<file path="config.mk">
export PLATFORM = sky130hd
export DESIGN_NAME = noc_reset_sequencer
export DESIGN_NICKNAME = d
export VERILOG_FILES = /design/src/rtl/noc_reset_sequencer.sv
export SDC_FILE = /design/constraint.sdc
export NUM_CORES = 1
export LEC_CHECK = 0
export BUFFER_PORTS_ARGS = -buffer_cell sky130_fd_sc_hd__buf_2
export CAP_MARGIN = 20
export CORE_UTILIZATION = 33
export CTS_CLUSTER_SIZE = 8
export DETAILED_ROUTE_END_ITERATION = 8
export GPL_TIMING_DRIVEN = 1
export PLACE_DENSITY = 0.63
export SYNTH_ARGS = -nofsm -noshare
export SYNTH_HDL_FRONTEND = slang
export SYNTH_SLANG_ARGS = --single-unit
</file>
<file path="constraint.sdc">
create_clock -name clock -period 3.4 [get_ports clock]
set_clock_uncertainty 0.15 [all_clocks]
set_input_delay 0.34 -clock clock [delete_from_list [all_inputs] [get_ports clock]]
set_output_delay 0.34 -clock clock [all_outputs]
set_load 0.005 [all_outputs]
</file>
<file path="src/rtl/noc_reset_sequencer.sv">
// rtl/noc_reset_sequencer.sv - ordered NoC domain reset release with warm-reset quiesce
module noc_reset_sequencer #(
  parameter int NUM_DOM = 4,
  parameter int RLS_GAP = 8,
  parameter int ACK_TMO = 255
) (
  input  logic               clock,
  input  logic               reset_local,
  input  logic               rst_sync_n,
  input  logic               safeshift,
  input  logic               warm_req,
  output logic [NUM_DOM-1:0] quiesce_req,
  input  logic [NUM_DOM-1:0] quiesce_ack,
  output logic [NUM_DOM-1:0] dom_rst_n,
  output logic               seq_busy,
  output logic               seq_done,
  output logic               tmo_err
);

  localparam int GW = $clog2(RLS_GAP);
  localparam int TW = $clog2(ACK_TMO + 1);
  localparam int IW = $clog2(NUM_DOM);

  localparam logic [GW-1:0] GAP_LAST = GW'(RLS_GAP - 1);
  localparam logic [TW-1:0] TMO_LAST = TW'(ACK_TMO - 1);
  localparam logic [IW-1:0] IDX_LAST = IW'(NUM_DOM - 1);

  typedef enum logic [2:0] {
    S_HOLD,
    S_RELEASE,
    S_RUN,
    S_QUIESCE,
    S_ASSERT
  } state_t;

  state_t             state_q, state_d;
  logic [GW-1:0]      gap_cnt_q, gap_cnt_d;
  logic [TW-1:0]      tmo_cnt_q, tmo_cnt_d;
  logic [IW-1:0]      idx_q, idx_d;
  logic [NUM_DOM-1:0] dom_rst_q, dom_rst_d;
  logic [NUM_DOM-1:0] quiesce_req_q, quiesce_req_d;
  logic               seq_busy_q, seq_busy_d;
  logic               seq_done_q, seq_done_d;
  logic               tmo_err_q, tmo_err_d;
  logic [NUM_DOM-1:0] rel_bit;

  // Domain index currently being released, as a one-hot mask.
  assign rel_bit = NUM_DOM'(1) << idx_q;

  // Next-state and next-output computation for the release/quiesce sequencer.
  always_comb begin
    state_d       = state_q;
    gap_cnt_d     = gap_cnt_q;
    tmo_cnt_d     = tmo_cnt_q;
    idx_d         = idx_q;
    dom_rst_d     = dom_rst_q;
    quiesce_req_d = quiesce_req_q;
    tmo_err_d     = tmo_err_q;

    case (state_q)
      S_HOLD: begin
        dom_rst_d = '0;
        if (rst_sync_n) begin
          state_d   = S_RELEASE;
          gap_cnt_d = '0;
          idx_d     = '0;
        end
      end

      S_RELEASE: begin
        if (gap_cnt_q == GAP_LAST) begin
          dom_rst_d = dom_rst_q | rel_bit;
          gap_cnt_d = '0;
          if (idx_q == IDX_LAST) begin
            state_d = S_RUN;
            idx_d   = '0;
          end else begin
            idx_d = idx_q + 1'b1;
          end
        end else begin
          gap_cnt_d = gap_cnt_q + 1'b1;
        end
      end

      S_RUN: begin
        if (warm_req) begin
          state_d       = S_QUIESCE;
          quiesce_req_d = '1;
          tmo_cnt_d     = '0;
        end
      end

      S_QUIESCE: begin
        // Full acknowledge takes priority over a timeout on the same edge.
        if (&quiesce_ack) begin
          state_d   = S_ASSERT;
          dom_rst_d = '0;
          gap_cnt_d = '0;
          tmo_cnt_d = '0;
        end else if (tmo_cnt_q == TMO_LAST) begin
          state_d   = S_ASSERT;
          tmo_err_d = 1'b1;
          dom_rst_d = '0;
          gap_cnt_d = '0;
          tmo_cnt_d = '0;
        end else begin
          tmo_cnt_d = tmo_cnt_q + 1'b1;
        end
      end

      S_ASSERT: begin
        dom_rst_d = '0;
        if (gap_cnt_q == GAP_LAST) begin
          state_d       = S_RELEASE;
          quiesce_req_d = '0;
          gap_cnt_d     = '0;
          idx_d         = '0;
        end else begin
          gap_cnt_d = gap_cnt_q + 1'b1;
        end
      end

      default: begin
        state_d   = S_HOLD;
        dom_rst_d = '0;
        gap_cnt_d = '0;
        tmo_cnt_d = '0;
        idx_d     = '0;
      end
    endcase

    // Loss of the synchronized reset overrides everything except the sticky error.
    if (!rst_sync_n) begin
      state_d       = S_HOLD;
      dom_rst_d     = '0;
      quiesce_req_d = '0;
      gap_cnt_d     = '0;
      tmo_cnt_d     = '0;
      idx_d         = '0;
    end

    seq_busy_d = (state_d == S_RELEASE) || (state_d == S_QUIESCE) || (state_d == S_ASSERT);
    seq_done_d = (state_d == S_RUN);
  end

  // State, counter and registered-output flops with asynchronous block reset.
  always_ff @(posedge clock or negedge reset_local) begin
    if (!reset_local) begin
      state_q       <= S_HOLD;
      gap_cnt_q     <= '0;
      tmo_cnt_q     <= '0;
      idx_q         <= '0;
      dom_rst_q     <= '0;
      quiesce_req_q <= '0;
      seq_busy_q    <= 1'b0;
      seq_done_q    <= 1'b0;
      tmo_err_q     <= 1'b0;
    end else begin
      state_q       <= state_d;
      gap_cnt_q     <= gap_cnt_d;
      tmo_cnt_q     <= tmo_cnt_d;
      idx_q         <= idx_d;
      dom_rst_q     <= dom_rst_d;
      quiesce_req_q <= quiesce_req_d;
      seq_busy_q    <= seq_busy_d;
      seq_done_q    <= seq_done_d;
      tmo_err_q     <= tmo_err_d;
    end
  end

  // Safe-shift forces domains out of reset without touching sequencer state.
  assign dom_rst_n   = dom_rst_q | {NUM_DOM{safeshift}};
  assign quiesce_req = quiesce_req_q;
  assign seq_busy    = seq_busy_q;
  assign seq_done    = seq_done_q;
  assign tmo_err     = tmo_err_q;

endmodule

</file>
==> results.cfg <==
[power]
peakVddDrop_mv = 0.199
pwr_density_cell_nw_per_um2 = 312
total_leakage_power_uw = 0.000744

[yosys]
synth-main-ff-cell = dfrtp_1
yosysTopAreaCellShare_pct = 40.7
mappedNetlistArea_um2 = 1480
postSynthRegisterBits = 24
seq_area_frac_synth_pct = 40.7
ys_async_sr_fraction_pct = 100
synth.lib_cells_used.distinct = 48
synthCells = 147
yosysTopAreaCell = dfrtp_1
yosys_warnings = 0
ys_top_cells_by_area = dfrtp_1 41%, ha_1 6.8%, nand2_1 4.1%, clkbuf_8 2.8%, a21oi_1 2.7%
synth_enable_flop_cells = 0
synthesis.nets = 164
post_synth.cell_area_avg_um2 = 10.0

[clock_network]
worst_skew_pair.late_latency_ps = 260
master_cell_of_the_clock_root_buffer = clkbuf_8
cts_tree = built
ctsLongestPathBuffers = 2
cts_setup_buffers = 0
cts_max_level = 1
path_clk_slew_ps = 80
sinks_on_clock_net = 24
cts_made_buffers = 3

[floorplanning]
floorplan_row_count = 23
ios = 20
die_area_um2 = 4740
chipHeight_um = 68.9
start_util_pct = 35.6
die_x_um = 68.9
core-area_um2 = 4140

[worst_setup_path]
worst_ep_arrival_time_ps = 2080
worstPathBufferInverterCount = 0
critical_path.reg2reg.startpoint = state_q[0]
reg2reg_setup_slack_ps = 1340
timing.critical_path.required_ps = 3420
crit_cells = 4
worst-path-max-fanout = 14
timing.critical_path.from = state_q[0]
worstSetupStartpointType = register
timing.critical_path.to = tmo_cnt_q[0]
crit_path_max_cell_delay_ps = 580
critical_path_class = reg2reg
worst_r2r_endpoint = tmo_cnt_q[0]
critical-path-slowest-cell = dfrtp_1
end_kind = register
cpLargestDelayFamily = simple AND/OR/NAND/NOR gates
worst-r2r-cell-count = 4
chain_of_cells_forming_the_critical_path = or2b_2 -> nor3b_2 -> nand3_1 -> o21ai_0

[cells_and_area]
layout.nets = 181
syn_to_final_growth_pct = 8.57
final_layout_size_suffix_gt1_share_pct = 24.1
fillCellCount = 435
num_antenna_cells = 0

[sta]
finalHoldViolations = 0
fmax_mhz = 485
worst_slew_pin_slew_ps = 662
rsz0062_at_grt = no
report.final.setup_viol = 0
finalMaxSlewViolations = 0
min_period_over_period_pct = 60.6
finalCriticalPeriod_ps = 2060
relative_slew_margins_pct = 55.6
setup_tns_ps = 0
fin_hold_ws_ps = 274

[global_routing]
grt_most_used_layer = met2
groute.layer.met1.usage_pct = 17.4
grt-ovfl-total = 0
grt_pass1_vias = 1078
grt_util_met3_pct = 3.78
antenna_found_initial = 0
grt_first_pass_wirelength_um = 4970
grtUsageTotal_pct = 14.2
maximum_number_of_pins_on_one_net_before_global_route_repair = 25
grt_util_met2_pct = 23.9

[placed_design]
gpl.final_weighted_congestion = 0.835
place.port_buffers = 19
post_dp_hpwl_um = 2110

[hold_path]
hold-path-cell-count = 3
hp-class = in2reg

[detailed_routing]
drc = 0
initial_drc_count = 61
route.detailed.wl_per_inst_um = 13.5
route.detailed.vias_per_inst = 5.34
vias = 1133
detailedRoute.firstPassIterationCount = 4
ant_nets = 0
postRouteWirelength_um = 2860

[run_status]
status = finished, final reports clean

[flow_run]
maxCapViolations = 0
==> worst min-delay path: stages <==
cell and delay [ps]:
buf_2 180, o21ai_0 90, nor2_1 50
==> cell type report <==
| cell class | instances | area (um^2) | area share, % |
|---|---|---|---|
| multi-input combinational | 109 | 769 | 48.0 |
| sequential | 24 | 601 | 37.5 |
| timing repair buffer | 20 | 105 | 6.56 |
| tap | 50 | 62.6 | 3.91 |
| clock buffer | 3 | 41.3 | 2.58 |
| inverter | 6 | 22.5 | 1.41 |
==> through the flow <==
step / worst slack, ps / instances / power, uW / util [%] / area, um^2
after floorplan: 1660 / 147 / 321 / - / 1480
after global placement: 1440 / 208 / 336 / 37.4 / 1550
after detailed placement: 1340 / 208 / 337 / 37.4 / 1550
after CTS: 1310 / 212 / 512 / 38.6 / 1600
after global routing: 1140 / 212 / 529 / 38.6 / 1600
final: 1340 / 212 / 500 / 38.6 / 1600
==> cell usage after synthesis, drive strengths merged, types with 2 or more instances <==
cell type / number
a32o: 4
o211ai: 2
and3: 4
o21a: 4
dfrtp: 24
nor3b: 2
nand3: 6
nand2: 17
ha: 8
nor3: 3
o21ai: 8
inv: 6
or2: 4
or3: 2
clkbuf: 3
nor2: 5
o31ai: 2
and3b: 3
buf: 5
a21o: 2
mux2i: 2
o311ai: 2
or2b: 2
a22o: 2
a21oi: 8
==> layout by cell type (no fill, tap or decap), types with 2 or more instances in the layout <==
cell type	n
and3b_1	3
mux2i_1	2
o21a_1	4
a21oi_1	8
o211ai_1	2
a21o_1	2
o31ai_1	2
o311ai_0	2
or2b_2	2
nand3_1	6
inv_1	6
clkbuf_8	3
nand2_1	16
and3_1	3
ha_1	8
nor2_1	5
dfrtp_1	24
buf_2	19
a32o_1	4
o21ai_0	8
nor3_1	3
or2_2	4
==> flip-flops by register name, indices dropped and copies added, names as in the netlist <==
register     cells
idx_q            2
quiesce_req      1
seq_busy         1
tmo_err          1
tmo_cnt_q        8
dom_rst_q        4
seq_done         1
gap_cnt_q        3
state_q          3
==> routing by layer <==
layer | vias to the layer above | wire length (um)
met4 | 0 | 44
met1 | 538 | 1350
li1 | 567 | -
met2 | 22 | 1350
met5 | - | 0
met3 | 6 | 113
==> kinds of logic (layout without fill, tap and decap cells) <==
| kind of cell | count (synthesis) | after routing | share of synthesized area (%) |
|---|---|---|---|
| flip-flops | 24 | 24 | 40.7 |
| adder cells (fa/ha/maj) | 8 | 8 | 6.79 |
| multiplexers | 3 | 3 | 2.12 |
| AND/OR/NAND/NOR | 58 | 58 | 23.8 |
| XOR/XNOR | 2 | 2 | 1.19 |
| buffers and inverters | 14 | 29 | 7.12 |
| AO/OA/AOI/OAI | 38 | 38 | 18.3 |
==> how the worst min path moves through the flow <==
stage,to,start
final,quiesce_req[2],rst_sync_n
after global routing,idx_q[0],rst_sync_n
after CTS,quiesce_req[2],rst_sync_n
after detailed placement,dom_rst_q[2],reset_local
after global placement,dom_rst_q[2],reset_local
after floorplan,dom_rst_q[0],reset_local
==> timing repair <==
item                                   in CTS  in global routing
hold buffers                                1                  0
endpoints found under the hold margin      24                  0
gates resized for setup                     0                  0
==> power by group <==
part / internal, uW / leakage, uW / total, uW / switching, uW
Sequential: 288 / 0.000329 / 293 / 4.41
Combinational: 16.6 / 0.000394 / 38.6 / 21.9
Clock: 79.3 / 0.0000216 / 168 / 88.9
Total: 384 / 0.000744 / 500 / 115
Note: power is estimated with default switching activity, not from simulation.
